<file path="src/rtl/seg_scan.sv">
`default_nettype none
// ============================================================================
// Module   : seg_scan
// Purpose  : Serial seven-segment scanner for a 74HC595-style shift-register
//            display chain. Multiplexes CHANNELS banks of hex digits onto
//            DIGITS common-select digits; a debounced active-low key steps
//            through the banks.
// Revision : 1.0 - initial release
// ----------------------------------------------------------------------------
// Parameters
//   DIGITS   : digits per bank / width of the one-hot select field (1..16)
//   CHANNELS : number of selectable value banks (1..16)
//   DIV      : clk cycles per tick (half shift-clock period), >= 2
//   DEB      : clk cycles the key must be stable before a change is taken
// Ports
//   clk      : clock, rising edge
//   rst_n    : asynchronous active-low reset
//   val      : bank c digit i = val[(c*DIGITS+i)*4 +: 4], digit 0 = LS digit
//   dp       : decimal point enable per digit, active-high
//   key      : raw push-key, active-low, asynchronous
//   ds       : serial data to the chain
//   shclk    : shift clock (chain samples ds on its rising edge)
//   stclk    : latch strobe (chain latches on its rising edge)
//   ch       : currently displayed bank
// Build option
//   SEG_SCAN_LZB_EN : when defined, enables leading-zero blanking
// ============================================================================
module seg_scan #(
  parameter  int DIGITS   = 8,
  parameter  int CHANNELS = 4,
  parameter  int DIV      = 4,
  parameter  int DEB      = 20000,
  localparam int CHW      = (CHANNELS > 1) ? $clog2(CHANNELS) : 1
) (
  input  logic                         clk,
  input  logic                         rst_n,
  input  logic [CHANNELS*DIGITS*4-1:0] val,
  input  logic [DIGITS-1:0]            dp,
  input  logic                         key,
  output logic                         ds,
  output logic                         shclk,
  output logic                         stclk,
  output logic [CHW-1:0]               ch
);

  localparam int FB = 8 + DIGITS;                          // bits per frame
  localparam int DW = (DIGITS > 1) ? $clog2(DIGITS) : 1;
  localparam int BW = $clog2(FB);
  localparam int TW = (DIV > 1) ? $clog2(DIV) : 1;
  localparam int KW = $clog2(DEB + 1);

  localparam logic [2:0] S_IDLE  = 3'd0;
  localparam logic [2:0] S_LOAD  = 3'd1;
  localparam logic [2:0] S_HIGH  = 3'd2;
  localparam logic [2:0] S_LOW   = 3'd3;
  localparam logic [2:0] S_LATCH = 3'd4;
  localparam logic [2:0] S_DONE  = 3'd5;

  // Active-low segment pattern for a hex nibble; bit 0 is the decimal point.
  function automatic logic [7:0] hex_seg(input logic [3:0] n);
    logic [7:0] s;
    case (n)
      4'h0: s = 8'h03;  4'h1: s = 8'h9F;  4'h2: s = 8'h25;  4'h3: s = 8'h0D;
      4'h4: s = 8'h99;  4'h5: s = 8'h49;  4'h6: s = 8'h41;  4'h7: s = 8'h1F;
      4'h8: s = 8'h01;  4'h9: s = 8'h09;  4'hA: s = 8'h11;  4'hB: s = 8'hC1;
      4'hC: s = 8'h63;  4'hD: s = 8'h85;  4'hE: s = 8'h61;  default: s = 8'h71;
    endcase
    return s;
  endfunction

  // --------------------------------------------------------------------------
  // Registers
  // --------------------------------------------------------------------------
  logic [TW-1:0]  div_q,     div_d;
  logic           sync1_q,   sync1_d;
  logic           sync2_q,   sync2_d;
  logic           key_lvl_q, key_lvl_d;
  logic [KW-1:0]  deb_q,     deb_d;
  logic [CHW-1:0] ch_q,      ch_d;
  logic [2:0]     state_q,   state_d;
  logic [DW-1:0]  dig_q,     dig_d;
  logic [BW-1:0]  bit_q,     bit_d;
  logic [FB-1:0]  frame_q,   frame_d;
  logic           ds_q,      ds_d;
  logic           shclk_q,   shclk_d;
  logic           stclk_q,   stclk_d;

  logic                  tick;
  logic                  press;
  logic [DIGITS*4-1:0]   bank;
  logic [3:0]            nib;
  logic                  blank;
  logic [7:0]            seg;
  logic [DIGITS-1:0]     sel;
  logic [FB-1:0]         frame_word;
  logic [BW-1:0]         bit_nx;

  // --------------------------------------------------------------------------
  // Tick generator: one-cycle pulse every DIV clocks
  // --------------------------------------------------------------------------
  always_comb begin
    tick  = (int'(div_q) == DIV - 1);
    div_d = tick ? '0 : div_q + TW'(1);
  end

  // --------------------------------------------------------------------------
  // Key synchroniser, debounce and bank stepping. The counter only runs while
  // the synchronised key disagrees with the accepted level, so any bounce
  // shorter than DEB restarts it from zero.
  // --------------------------------------------------------------------------
  always_comb begin
    sync1_d   = key;
    sync2_d   = sync1_q;
    key_lvl_d = key_lvl_q;
    deb_d     = '0;
    press     = 1'b0;
    if (sync2_q != key_lvl_q) begin
      if (int'(deb_q) == DEB - 1) begin
        key_lvl_d = sync2_q;
        press     = ~sync2_q;          // accepted 1->0 transition
      end else begin
        deb_d = deb_q + KW'(1);
      end
    end
    ch_d = ch_q;
    if (press) begin
      ch_d = (int'(ch_q) == CHANNELS - 1) ? '0 : ch_q + CHW'(1);
    end
  end

  // --------------------------------------------------------------------------
  // Frame word for the current bank/digit: {sel, seg}, shifted from bit 0
  // --------------------------------------------------------------------------
  always_comb begin
    bank  = val[int'(ch_q)*DIGITS*4 +: DIGITS*4];
    nib   = bank[int'(dig_q)*4 +: 4];
`ifdef SEG_SCAN_LZB_EN
    // Blank when this and every higher digit are zero with no decimal point.
    blank = (dig_q != '0);
    for (int j = 0; j < DIGITS; j++) begin
      if ((j >= int'(dig_q)) && ((bank[j*4 +: 4] != 4'h0) || dp[j])) begin
        blank = 1'b0;
      end
    end
`else
    blank = 1'b0;
`endif
    if (blank) begin
      seg = 8'hFF;
    end else begin
      seg      = hex_seg(nib);
      seg[0]   = seg[0] & ~dp[dig_q];
    end
    for (int j = 0; j < DIGITS; j++) begin
      sel[j] = (j == (DIGITS - 1 - int'(dig_q)));
    end
    frame_word = {sel, seg};
  end

  // --------------------------------------------------------------------------
  // Shift / latch sequencer, one step per tick
  // --------------------------------------------------------------------------
  always_comb begin
    state_d = state_q;
    dig_d   = dig_q;
    bit_d   = bit_q;
    frame_d = frame_q;
    ds_d    = ds_q;
    shclk_d = shclk_q;
    stclk_d = stclk_q;
    bit_nx  = bit_q + BW'(1);
    if (tick) begin
      case (state_q)
        S_IDLE: begin
          shclk_d = 1'b0;
          state_d = S_LOAD;
        end
        S_LOAD: begin
          // Snapshot: the whole frame is frozen here, so later input changes
          // only take effect at the next LOAD.
          frame_d = frame_word;
          ds_d    = frame_word[0];
          bit_d   = '0;
          shclk_d = 1'b0;
          state_d = S_HIGH;
        end
        S_HIGH: begin
          shclk_d = 1'b1;
          state_d = (int'(bit_q) < FB - 1) ? S_LOW : S_LATCH;
        end
        S_LOW: begin
          shclk_d = 1'b0;
          bit_d   = bit_nx;
          ds_d    = frame_q[bit_nx];
          state_d = S_HIGH;
        end
        S_LATCH: begin
          shclk_d = 1'b0;
          stclk_d = 1'b1;
          state_d = S_DONE;
        end
        S_DONE: begin
          stclk_d = 1'b0;
          dig_d   = (int'(dig_q) == DIGITS - 1) ? '0 : dig_q + DW'(1);
          state_d = S_LOAD;
        end
        default: begin
          state_d = S_IDLE;
        end
      endcase
    end
  end

  always_ff @(posedge clk or negedge rst_n) begin
    if (!rst_n) begin
      div_q     <= '0;
      sync1_q   <= 1'b1;
      sync2_q   <= 1'b1;
      key_lvl_q <= 1'b1;
      deb_q     <= '0;
      ch_q      <= '0;
      state_q   <= S_IDLE;
      dig_q     <= '0;
      bit_q     <= '0;
      frame_q   <= '0;
      ds_q      <= 1'b0;
      shclk_q   <= 1'b0;
      stclk_q   <= 1'b0;
    end else begin
      div_q     <= div_d;
      sync1_q   <= sync1_d;
      sync2_q   <= sync2_d;
      key_lvl_q <= key_lvl_d;
      deb_q     <= deb_d;
      ch_q      <= ch_d;
      state_q   <= state_d;
      dig_q     <= dig_d;
      bit_q     <= bit_d;
      frame_q   <= frame_d;
      ds_q      <= ds_d;
      shclk_q   <= shclk_d;
      stclk_q   <= stclk_d;
    end
  end

  assign ds    = ds_q;
  assign shclk = shclk_q;
  assign stclk = stclk_q;
  assign ch    = ch_q;

endmodule
`default_nettype wire

</file>
<file path="config.mk">
export PLATFORM = sky130hd
export DESIGN_NAME = seg_scan
export DESIGN_NICKNAME = d
export VERILOG_FILES = /design/src/rtl/seg_scan.sv
export SDC_FILE = /design/constraint.sdc
export NUM_CORES = 1
export LEC_CHECK = 0
export BUFFER_PORTS_ARGS = -buffer_cell sky130_fd_sc_hd__buf_4
export CELL_PAD_IN_SITES_DETAIL_PLACEMENT = 1
export CELL_PAD_IN_SITES_GLOBAL_PLACEMENT = 1
export CORE_MARGIN = 5
export CORE_UTILIZATION = 41
export DETAILED_ROUTE_END_ITERATION = 8
export PLACE_DENSITY = 0.88
export SLEW_MARGIN = 20
export SYNTH_ARGS = -nofsm -noshare
export SYNTH_HDL_FRONTEND = slang
export SYNTH_SLANG_ARGS = --single-unit
</file>
<file path="constraint.sdc">
create_clock -name clk -period 6.1 [get_ports clk]
set_input_delay 0.305 -clock clk [delete_from_list [all_inputs] [get_ports clk]]
set_output_delay 0.305 -clock clk [all_outputs]
set_load 0.02 [all_outputs]
</file>
==> results of run 1 <==
==> how the worst max path moves through the flow <==
stage | slack [ns] | depth (start not counted) | start | to
finish | 2.50 | 6 | ch[0] | frame_q[6]
global route | 2.39 | 6 | ch[0] | frame_q[6]
CTS | 2.51 | 6 | ch[0] | frame_q[6]
detailed placement | 2.53 | 6 | ch[0] | frame_q[6]
global placement | 2.71 | 6 | ch[0] | frame_q[6]
floorplan | 3.10 | 8 | ch[0] | frame_q[6]
==> sequential cells by signal, indices dropped and copies added, names as in the netlist <==
register   cells
ch             2
key_lvl_q      1
state_q        3
sync1_q        1
sync2_q        1
dig_q          3
div_q          2
stclk          1
frame_q       16
shclk          1
bit_q          4
deb_q         15
ds             1
==> metal layers <==
layer / vias up / share of wire (%) / track usage, %
li1: 1508 / - / -
met1: 1651 / 35 / 23.7
met2: 137 / 55 / 40.7
met3: 32 / 5.5 / 4.37
met4: 0 / 3.9 / 10.1
met5: - / 0 / 0
==> Yosys cell counts, types with 2 or more instances <==
| cell | count |
|---|---|
| inv_1 | 9 |
| or2_2 | 2 |
| dfstp_2 | 3 |
| ha_1 | 16 |
| nand2_1 | 47 |
| or3b_1 | 2 |
| dfrtp_1 | 48 |
| nand3b_1 | 3 |
| xor2_1 | 10 |
| mux2_2 | 4 |
| o21ai_1 | 2 |
| mux4_2 | 27 |
| mux2i_1 | 3 |
| mux4_1 | 15 |
| buf_2 | 3 |
| nand3_1 | 14 |
| a21oi_1 | 6 |
| o22ai_1 | 9 |
| o211ai_1 | 3 |
| and3_1 | 7 |
| buf_6 | 3 |
| clkbuf_1 | 12 |
| mux2i_4 | 2 |
| nor2b_1 | 2 |
| nand2b_1 | 3 |
| nand4_1 | 4 |
| a31oi_1 | 4 |
| nor3_1 | 3 |
| xnor2_1 | 6 |
| nor2_1 | 30 |
| o21ai_0 | 9 |
==> metrics by stage <==
step | hold WS [ns] | worst slack, ns
3_5_place_dp | 0.351 | 2.53
5_1_grt | 0.0671 | 2.39
4_1_cts | 0.0435 | 2.51
6_report | 0.0140 | 2.50
3_3_place_gp | 0.345 | 2.71
2_1_floorplan | 0.00941 | 3.10
==> cells by family (layout without fill, tap and decap cells) <==
family,after synthesis,in the layout,synth area share [%]
xor+xnor,16,16,3.67
buf+inv,33,164,5.14
compound gates,42,42,7.04
simple gates,124,124,15.7
flops,51,51,33.5
fa+ha+maj,16,16,5.24
mux,52,52,29.8
==> cell type report <==
| class | instances | share of cell area (%) |
|---|---|---|
| repair buffers | 145 | 21.8 |
| clock buffers | 5 | 1.38 |
| inverters | 11 | 1.10 |
| clock inverters | 3 | 0.401 |
| flip-flops and latches | 51 | 25.6 |
| multi-input cells | 250 | 46.9 |
| well taps | 111 | 2.78 |
==> power groups by stage <==
stage                     clock network [mW]  logic, mW  registers (mW)
after global routing                   0.214      0.139           0.351
after CTS                              0.200      0.130           0.350
after detailed placement                   0      0.130           0.357
after floorplan                            0     0.0437           0.356
after global placement                     0      0.123           0.356
final                                  0.193      0.129           0.350
==> worst reg2reg max path, delay by kind of cell (launching register included) <==
kind / cells / cell delay, ns
adders and majority gates: 1 / 0.31
AOI/OAI and AO/OA: 1 / 0.32
muxes: 4 / 1.77
DFF: 1 / 1.09
==> metrics.md, run 1 <==
| Metric | Value |
|---|---|
| Status | complete, no violations |
| Ys flop type | dfrtp_1 |
| Hold crit path type | input pin to async pin |
| Die Y | between 100 and 150 um |
| Combinational group share of total power | a little under a fifth |
| Largest net degree at the start of global routing | 52 |
| Clock transition at the registers of the reported paths | 0.10 ns |
| VDD IR max | 0.0000697 V |
| Final instance area | between 4000 and 5000 um2 |
| Vias per inst | 5.78 |
| Largest cells by area after synthesis | dfrtp_1 (31%), mux4_2 (16%), mux4_1 (10%) |
| Pre-antenna DRT Iters | 4 |
| Initial antenna violation count | 0 |
| Mapped Area | 3820 um2 |
| Final setup viols | 0 |
| Final net count | approximately 620 |
| Inst Count DP | 568 |
| Final Hold Fails | 0 |
| Share of the synthesized area in the top cell type | 31.4% |
| CTS sink cnt | 51 |
| Part of the power in registers | between 50% and 60% |
| Worst path max stage delay | 1.09 ns |
| DR iter-0 viols | 131 |
| Core Util, Final | 54.6% |
| Grt ovf | 0 |
| TritonCTS clock tree | yes |
| Initial Util | around two fifths |
| DP Area | 4910 um2 |
| Tmin final | 3.60 ns |
| Fmax | 278 MHz |
| WP buf/inv | 0 |
| Core Region | 9150 um2 |
| Crit. End Element | flip-flop |
| Setup Buffers After CTS | 0 |
| Max-slew violations | 0 |
| Power Internal | 511 uW |
| Syn_nets | 489 |
| Tcrit/Tclk final | just under 60% |
| Io pins | 144 |
| Cts bufs inserted | 5 |
| Worst Path Required | 6.30 ns |
| Warnings, synthesis | 0 |
| PortBufs | 143 |
| Clk Latency, worst-skew pair | approximately 0.30 ns |
| Layout fillers | 1005 |
| Crit path max-delay family | multiplexers |
| Leakage | 2.30 nW |
| Fin Setup TNS | 0 ns |
| CTS H-tree lvls | 2 |
| Crit Path Class | flip-flop to flip-flop |
| Worst slew margin relative to its limit | 25.6% |
| Crit Reg-Reg Endpoint | frame_q[6] |
| Async set-reset flop share out of synthesis | 100% |
| Sw Ratio | 24.0% |
| Most frequent cells in the layout | buf_4 (145), dfrtp_1 (48), nand2_1 (47), nor2_1 (30), mux4_2 (27) |
| Library cells used by synthesis | 54 |
| Total power draw | approximately 670 uW |
| Die W | 107 um |
| Crit-path max FO | 28 |
| Clock network power share | 28.8% |
| WL per Instance | 21.1 um |
| CP startpoint kind | flip-flop |
| Most area-hungry cell type in the Yosys netlist | dfrtp_1 |
| Unrepaired setup endpoints after global routing | false |
| All-Layer GR Usage | 21.9% |
| Area growth, synth to finish | 30.7% |
| Global-route wire length before repair | ~19000 um |
| Root buffer cell | clkbuf_8 |
| Reg area | 1280 um2 |
| DRC viols | 0 |
| Routed WL | 12200 um |
| Worst R2R Path Depth | 6 |
| Max-cap violation count | 0 |
| Switching power | approximately 160 uW |
| Layout cell share with drive strength beyond 1 | 42.4% |
| Cell Rows | 35 |
| Post-synthesis cell count | 334 |
| Worst path arrival time | 3.80 ns |
| Crit-path slowest cell | dfrtp_1 |
| Clock Path Buffers | 2 |
| Via count | 3328 |
| Reg2reg start | ch[0] |
| Remaining antenna violation count | 0 |
| #FFs+latches synth | just over 50 |
| Final HPWL DP | about 10000 um |
| Syn_area_per_cell | about 11 um2 |
| Final setup skew | 0.00623 ns |
| CTS resizes | 0 |
| GP Congestion | 0.861 |
| Most common cell after layout, fill and taps aside | buf_4 |
| Final cell count without fillers | between 500 and 600 |
| Power Density | approximately 130 nW/um2 |
| Multi-input gate area | 2340 um2 |
| Antenna Cells | 0 |
| Worst slew pin tran | 1.12 ns |
| FF-to-FF setup slack | 2.50 ns |
| Sequential-to-total area share from yosys stat | 33.5% |
| Crit-path cells | mux4_1, mux4_2, mux2i_4, ha_1, a221o_1, mux2_4 |
| DIE AREA | 11400 um2 |
| Number of global-route vias before repair | 3751 |
| Number of flops mapped to enable cells by yosys | 0 |
| Cts hold-fix bufs | 0 |
No activity file was read; power rests on OpenSTA's default activity.
==> inputs of run 2 (changes only) <==
CORE_UTILIZATION = 38   (was 41)
PLACE_DENSITY = 0.83   (was 0.88)
clock period = 3.6 ns   (was 6.1 ns; I/O delays follow)
==> metrics.md, run 2 (synthesized netlist as in run 1, its figures left out) <==
| Metric | Value |
|---|---|
| Inst Count DP | 593 (+4.4%) |
| Combinational group share of total power | 19.4% (+0.2 points) |
| Most common cell after layout, fill and taps aside | buf_4 |
| Pre-antenna DRT Iters | 4 (unchanged) |
| CP startpoint kind | flip-flop |
| Routed WL | 12400 um (+2.1%) |
| VDD IR max | 0.000122 V (+76%) |
| Max-slew violations | 0 (unchanged) |
| Final net count | 624 (+0.81%) |
| Largest net degree at the start of global routing | 52 (unchanged) |
| DP Area | 4960 um2 (+1.0%) |
| Fin Setup TNS | 0 ns (unchanged) |
| Power Density | 228 nW/um2 (+69%) |
| Sw Ratio | 24.6% (+0.59 points) |
| Number of global-route vias before repair | 3755 (+0.11%) |
| Layout cell share with drive strength beyond 1 | 42.3% (about the same) |
| Crit path depth | 9 (+3) |
| Core Region | 9770 um2 (+6.8%) |
| All-Layer GR Usage | 21.5% (-0.38 points) |
| Cell Rows | 36 (+2.9%) |
| Critical Path Sink | frame_q[1] |
| Tmin final | 3.09 ns (-0.511 ns) |
| Initial Util | 39.1% (-2.7 points) |
| DIE AREA | 12200 um2 (+7.1%) |
| Status | complete, no violations |
| WP buf/inv | 2 (+2) |
| Crit path max-delay family | multiplexers |
| Final Hold Fails | 0 (unchanged) |
| Max-cap violation count | 0 (unchanged) |
| Die Y | 110 um (+3.5%) |
| Io pins | 144 (unchanged) |
| Hold crit path type | flip-flop to flip-flop |
| Core Util, Final | 51.8% (-2.8 points) |
| Die W | 110 um (+3.5%) |
| Clock Path Buffers | 2 (unchanged) |
| Initial antenna violation count | 1 (+1) |
| Crit-path max FO | 20 (-29%) |
| CP Launch Point | ch[0] |
| Worst slew margin relative to its limit | 56.5% (+31 points) |
| DR iter-0 viols | 94 (-28%) |
| CTS resizes | 0 (unchanged) |
| GP Congestion | 0.839 (-2.6%) |
| Cts bufs inserted | 5 (unchanged) |
| Area growth, synth to finish | 32.6% |
| Reg2reg start | ch[0] |
| TritonCTS clock tree | yes |
| Worst path max stage delay | 0.64 ns (-0.45 ns) |
| WL per Instance | 20.6 um (-2.6%) |
| Worst R2R Path Depth | 9 (+3) |
| DRC viols | 0 (unchanged) |
| Final HPWL DP | 10400 um (+1.5%) |
| Unrepaired setup endpoints after global routing | false |
| Crit Path Class | flip-flop to flip-flop |
| Worst Path Required | 3.79 ns (-2.51 ns) |
| Crit. End Element | flip-flop |
| Worst path arrival time | 3.28 ns (-0.52 ns) |
| CTS sink cnt | 51 (unchanged) |
| Via count | 3296 (-0.96%) |
| Final instance area | 5070 um2 (+1.4%) |
| Largest register by flop count | frame_q |
| Part of the power in registers | 51.4% (-0.6 points) |
| Vias per inst | 5.46 (-5.6%) |
| Worst slew pin tran | 0.652 ns (-0.465 ns) |
| Power Internal | 870 uW (+70%) |
| Final setup viols | 0 (unchanged) |
| Crit-path slowest cell | mux4_1 |
| Clock transition at the registers of the reported paths | 0.10 ns (about the same) |
| Leakage | 2.33 nW (+1.3%) |
| CTS H-tree lvls | 2 (unchanged) |
| Multi-input gate area | 2340 um2 (unchanged) |
| Remaining antenna violation count | 0 (unchanged) |
| Switching power | 284 uW (+76%) |
| Max reg flops | 16 (unchanged) |
| Layout fillers | 1103 (+9.8%) |
| Biggest regs | frame_q: 16 flops, deb_q: 15 flops, bit_q: 4 flops |
| Clk Latency, worst-skew pair | 0.32 ns (+0.02 ns) |
| Fmax | 324 MHz (+17%) |
| Tcrit/Tclk final | 85.7% (+27 points) |
| Worst hold margin | 0.371 ns (+0.357 ns) |
| Grt ovf | 0 (unchanged) |
| Final cell count without fillers | 604 (+4.9%) |
| Final setup skew | 0.0102 ns (+0.00395 ns) |
| Crit Reg-Reg Endpoint | frame_q[1] |
| Reg area | 1280 um2 (unchanged) |
| Most frequent cells in the layout | buf_4 (148), dfrtp_1 (48), nand2_1 (47), nor2_1 (30), mux4_2 (27) |
| FF-to-FF setup slack | 0.51 ns (-1.99 ns) |
| Global-route wire length before repair | 19600 um (+1.4%) |
| PortBufs | 143 (unchanged) |
| Clock network power share | 29.2% (+0.4 points) |
| Crit-path cells | buf_4, mux4_1, mux4_2, mux2i_4, inv_1, ha_1, a21boi_0, o21ai_0, a21oi_1 |
| Root buffer cell | clkbuf_8 |
run 2: how the worst min path moves through the flow:
stage               startpoint         to  slack, ns  depth (start not counted)
floorplan                rst_n   bit_q[0]      -0.12                          0
global placement         rst_n   deb_q[3]       0.25                          1
detailed placement       rst_n  deb_q[10]       0.26                          1
CTS                    sync1_q    sync2_q       0.37                          0
global route           sync1_q    sync2_q       0.38                          0
finish                 sync1_q    sync2_q       0.37                          0
run 2: area by class of cell:
class                   instances  area share [%]
multi-input cells             250            46.3
flip-flops and latches         51            25.3
repair buffers                150            22.3
well taps                     133            3.28
clock buffers                   6            1.43
inverters                      11            1.09
clock inverters                 2           0.272
diodes                          1          0.0494
run 2: routing by layer:
layer	wire length (um)	up-vias	GRT usage [%]	share of wire, %
li1	-	1521	-	-
met3	699	26	4.54	5.6
met2	6630	123	39.9	53
met1	4660	1626	24.0	37
met5	0	-	0	0
met4	441	0	8.00	3.5
run 2: stage by stage:
stage	total power [mW]	setup slack, ns
after global routing	1.21	0.388
after CTS	1.17	0.510
after detailed placement	0.828	0.532
after global placement	0.819	0.711
final	1.15	0.513
after floorplan	0.677	0.603
run 2: power by group through the flow:
| stage | sequential, mW | combinational, mW | clock (mW) |
|---|---|---|---|
| after floorplan | 0.603 | 0.0740 | 0 |
| after global placement | 0.604 | 0.215 | 0 |
| after detailed placement | 0.605 | 0.223 | 0 |
| after CTS | 0.594 | 0.225 | 0.351 |
| after global routing | 0.595 | 0.240 | 0.370 |
| final | 0.593 | 0.223 | 0.337 |
run 2: worst reg2reg max path: stages (launching register included):
cell and delay [ns]:
dfrtp_1 0.36, buf_4 0.27, mux4_1 0.64, mux4_2 0.53, mux2i_4 0.26, inv_1 0.13
ha_1 0.24, a21boi_0 0.16, o21ai_0 0.28, a21oi_1 0.10
run 2: repair_timing:
action	4_1_cts	5_1_grt
endpoints found under the hold margin	49	0
hold buffers	2	0
setup buffers	0	0
==> inputs of run 3 (changes only) <==
==> constraint.sdc (replaced) <==
create_clock -name clk -period 3.6 [get_ports clk]
set_input_delay 0.72 -clock clk [delete_from_list [all_inputs] [get_ports clk]]
set_output_delay 0.72 -clock clk [all_outputs]
set_load 0.02 [all_outputs]
==> metrics.md, run 3 (synthesized netlist as in run 1, its figures left out) <==
| Metric | Value |
|---|---|
| Worst hold start | sync1_q |
| Crit Path Class | flip-flop to flip-flop |
| Global-route wire length before repair | 19500 um (-0.74%) |
| Cts bufs inserted | 5 (unchanged) |
| Inst Count DP | 592 (-0.17%) |
| FF-to-FF setup slack | 0.21 ns (-0.30 ns) |
| CTS H-tree lvls | 2 (unchanged) |
| GP Congestion | 0.826 (-1.5%) |
| Most frequent cells in the layout | buf_4 (147), dfrtp_1 (48), nand2_1 (47), nor2_1 (30), mux4_2 (27) |
| Pre-antenna DRT Iters | 4 (unchanged) |
| Largest net degree at the start of global routing | 52 (unchanged) |
| Die Y | 110 um (unchanged) |
| Largest register by flop count | frame_q |
| Worst R2R Path Depth | 6 (-3) |
| Max-cap violation count | 0 (unchanged) |
| Worst path arrival time | 3.58 ns (+0.30 ns) |
| Tcrit/Tclk final | 94.1% (+8.4 points) |
| Final HPWL DP | 10300 um (-1.1%) |
| Worst path max stage delay | 0.90 ns (+0.26 ns) |
| Final cell count without fillers | 602 (-0.33%) |
| Final Hold Fails | 0 (unchanged) |
| Biggest regs | frame_q: 16 flops, deb_q: 15 flops, bit_q: 4 flops |
| Final setup skew | 0.00515 ns (-0.00502 ns) |
| Reg2reg start | ch[0] |
| Crit-path max FO | 17 (-15%) |
| Layout fillers | 1102 (-0.091%) |
| Clock Path Buffers | 2 (unchanged) |
| Total power draw | 1.14 mW (-1.4%) |
| Leakage | 2.32 nW (-0.76%) |
| Io pins | 144 (unchanged) |
| CP startpoint kind | flip-flop |
| Max reg flops | 16 (unchanged) |
| Status | complete, no violations |
| Setup Buffers After CTS | 0 (unchanged) |
| Routed WL | 12200 um (-1.7%) |
| CTS resizes | 0 (unchanged) |
| Max-slew violations | 0 (unchanged) |
| Switching power | 271 uW (-4.5%) |
| Crit-path cells | mux4_1, mux4_2, mux2i_4, ha_1, a221o_1, mux2_4 |
| Final net count | 621 (-0.48%) |
| Most common cell after layout, fill and taps aside | buf_4 |
| PortBufs | 143 (unchanged) |
| Combinational group share of total power | 19.3% (about the same) |
| Tmin final | 3.39 ns (+0.302 ns) |
| Clk Latency, worst-skew pair | 0.30 ns (-0.02 ns) |
| DRC viols | 0 (unchanged) |
| WP buf/inv | 0 (-2) |
| Grt ovf | 0 (unchanged) |
| Worst slew pin tran | 0.844 ns (+0.192 ns) |
| Cts hold-fix bufs | 0 (-2) |
| CTS sink cnt | 51 (unchanged) |
| Pre-CTS setup slack | 0.243 ns (-0.289 ns) |
| DR iter-0 viols | 126 (+34%) |
| DP Area | 4950 um2 (-0.15%) |
| Crit. End Element | flip-flop |
| Cell Rows | 36 (unchanged) |
| Initial Util | 39.1% (unchanged) |
| Worst Path Required | 3.79 ns (about the same) |
| Final setup viols | 0 (unchanged) |
| Hold crit path type | flip-flop to flip-flop |
| Die W | 110 um (unchanged) |
| Layout cell share with drive strength beyond 1 | 42.4% (+0.058 points) |
| Final worst slack | 0.211 ns (-0.302 ns) |
| TritonCTS clock tree | yes |
| Crit-path slowest cell | dfrtp_1 |
| Root buffer cell | clkbuf_8 |
| Hold path cells | 0 (unchanged) |
| Power Density | 226 nW/um2 (-0.85%) |
| Unrepaired setup endpoints after global routing | false |
| Clock transition at the registers of the reported paths | 0.09 ns (about the same) |
| Crit path max-delay family | multiplexers |
| Part of the power in registers | 52.1% (+0.7 points) |
| WL per Instance | 20.3 um (-1.3%) |
| Final instance area | 5040 um2 (-0.52%) |
| Fin Setup TNS | 0 ns (unchanged) |
| Area growth, synth to finish | 31.9% |
| Clock network power share | 28.6% (-0.6 points) |
| All-Layer GR Usage | 21.2% (-0.32 points) |
| Initial antenna violation count | 2 (+1) |
| Crit Reg-Reg Endpoint | frame_q[6] |
| Power Internal | 867 uW (-0.34%) |
| Vias per inst | 5.50 (+0.88%) |
| DIE AREA | 12200 um2 (unchanged) |
| Via count | 3314 (+0.55%) |
| Sw Ratio | 23.8% (-0.78 points) |
| Fmax | 295 MHz (-8.9%) |
| Number of global-route vias before repair | 3723 (-0.85%) |
| Core Region | 9770 um2 (unchanged) |
| Remaining antenna violation count | 0 (unchanged) |
| Worst slew margin relative to its limit | 43.7% (-13 points) |
| VDD IR max | 0.000154 V (+26%) |
| Hold endpoint | sync2_q |
[run 3: cell types whose count changed in the layout (fill, tap and decap cells not counted)]
cell | previous run | this run
buf_4 | 148 | 147
diode_2 | 1 | 2
clkinvlp_4 | 0 | 1
clkinv_4 | 1 | 0
dlygate4sd3_1 | 2 | 0
[run 3: worst max path at each step]
stage / from / endpoint / slack, ns / cells past startpoint
after floorplan: ch[0] / frame_q[6] / 0.60 / 8
after global placement: ch[0] / frame_q[6] / 0.41 / 6
after detailed placement: ch[0] / frame_q[6] / 0.24 / 6
after CTS: ch[0] / frame_q[6] / 0.23 / 6
after global routing: ch[0] / frame_q[4] / 0.14 / 8
final: ch[0] / frame_q[6] / 0.21 / 6
[run 3: final cells by class]
cell class / count / area (um2) / share of cell area [%]
Antenna cell: 2 / 5.00 / 0.0993
Tap cell: 133 / 166 / 3.30
Timing Repair Buffer: 147 / 1100 / 21.9
Clock inverter: 2 / 12.5 / 0.248
Inverter: 11 / 55.1 / 1.09
Sequential cell: 51 / 1280 / 25.4
Clock buffer: 6 / 72.6 / 1.44
Multi-Input combinational cell: 250 / 2340 / 46.5
[run 3: metrics by stage]
stage,hold WS [ns],utilization [%]
final,0.362,51.6
after global routing,0.366,51.6
after CTS,0.364,51.5
after detailed placement,0.350,50.6
after global placement,0.351,50.6
after floorplan,0.345,-
[run 3: metal layers]
metal  wire, um  vias to the layer above  track usage, %
met1       4320                     1627            23.2
met2       6540                      140            39.0
met5          0                        -               0
met4        516                        0            8.80
met3        850                       32            4.95
li1           -                     1515               -
[run 3: power groups by stage]
stage	logic [mW]	registers (mW)	clock network, mW
after floorplan	0.0740	0.603	0
after global placement	0.211	0.603	0
after detailed placement	0.222	0.604	0
after CTS	0.222	0.593	0.337
after global routing	0.237	0.594	0.363
final	0.219	0.593	0.326
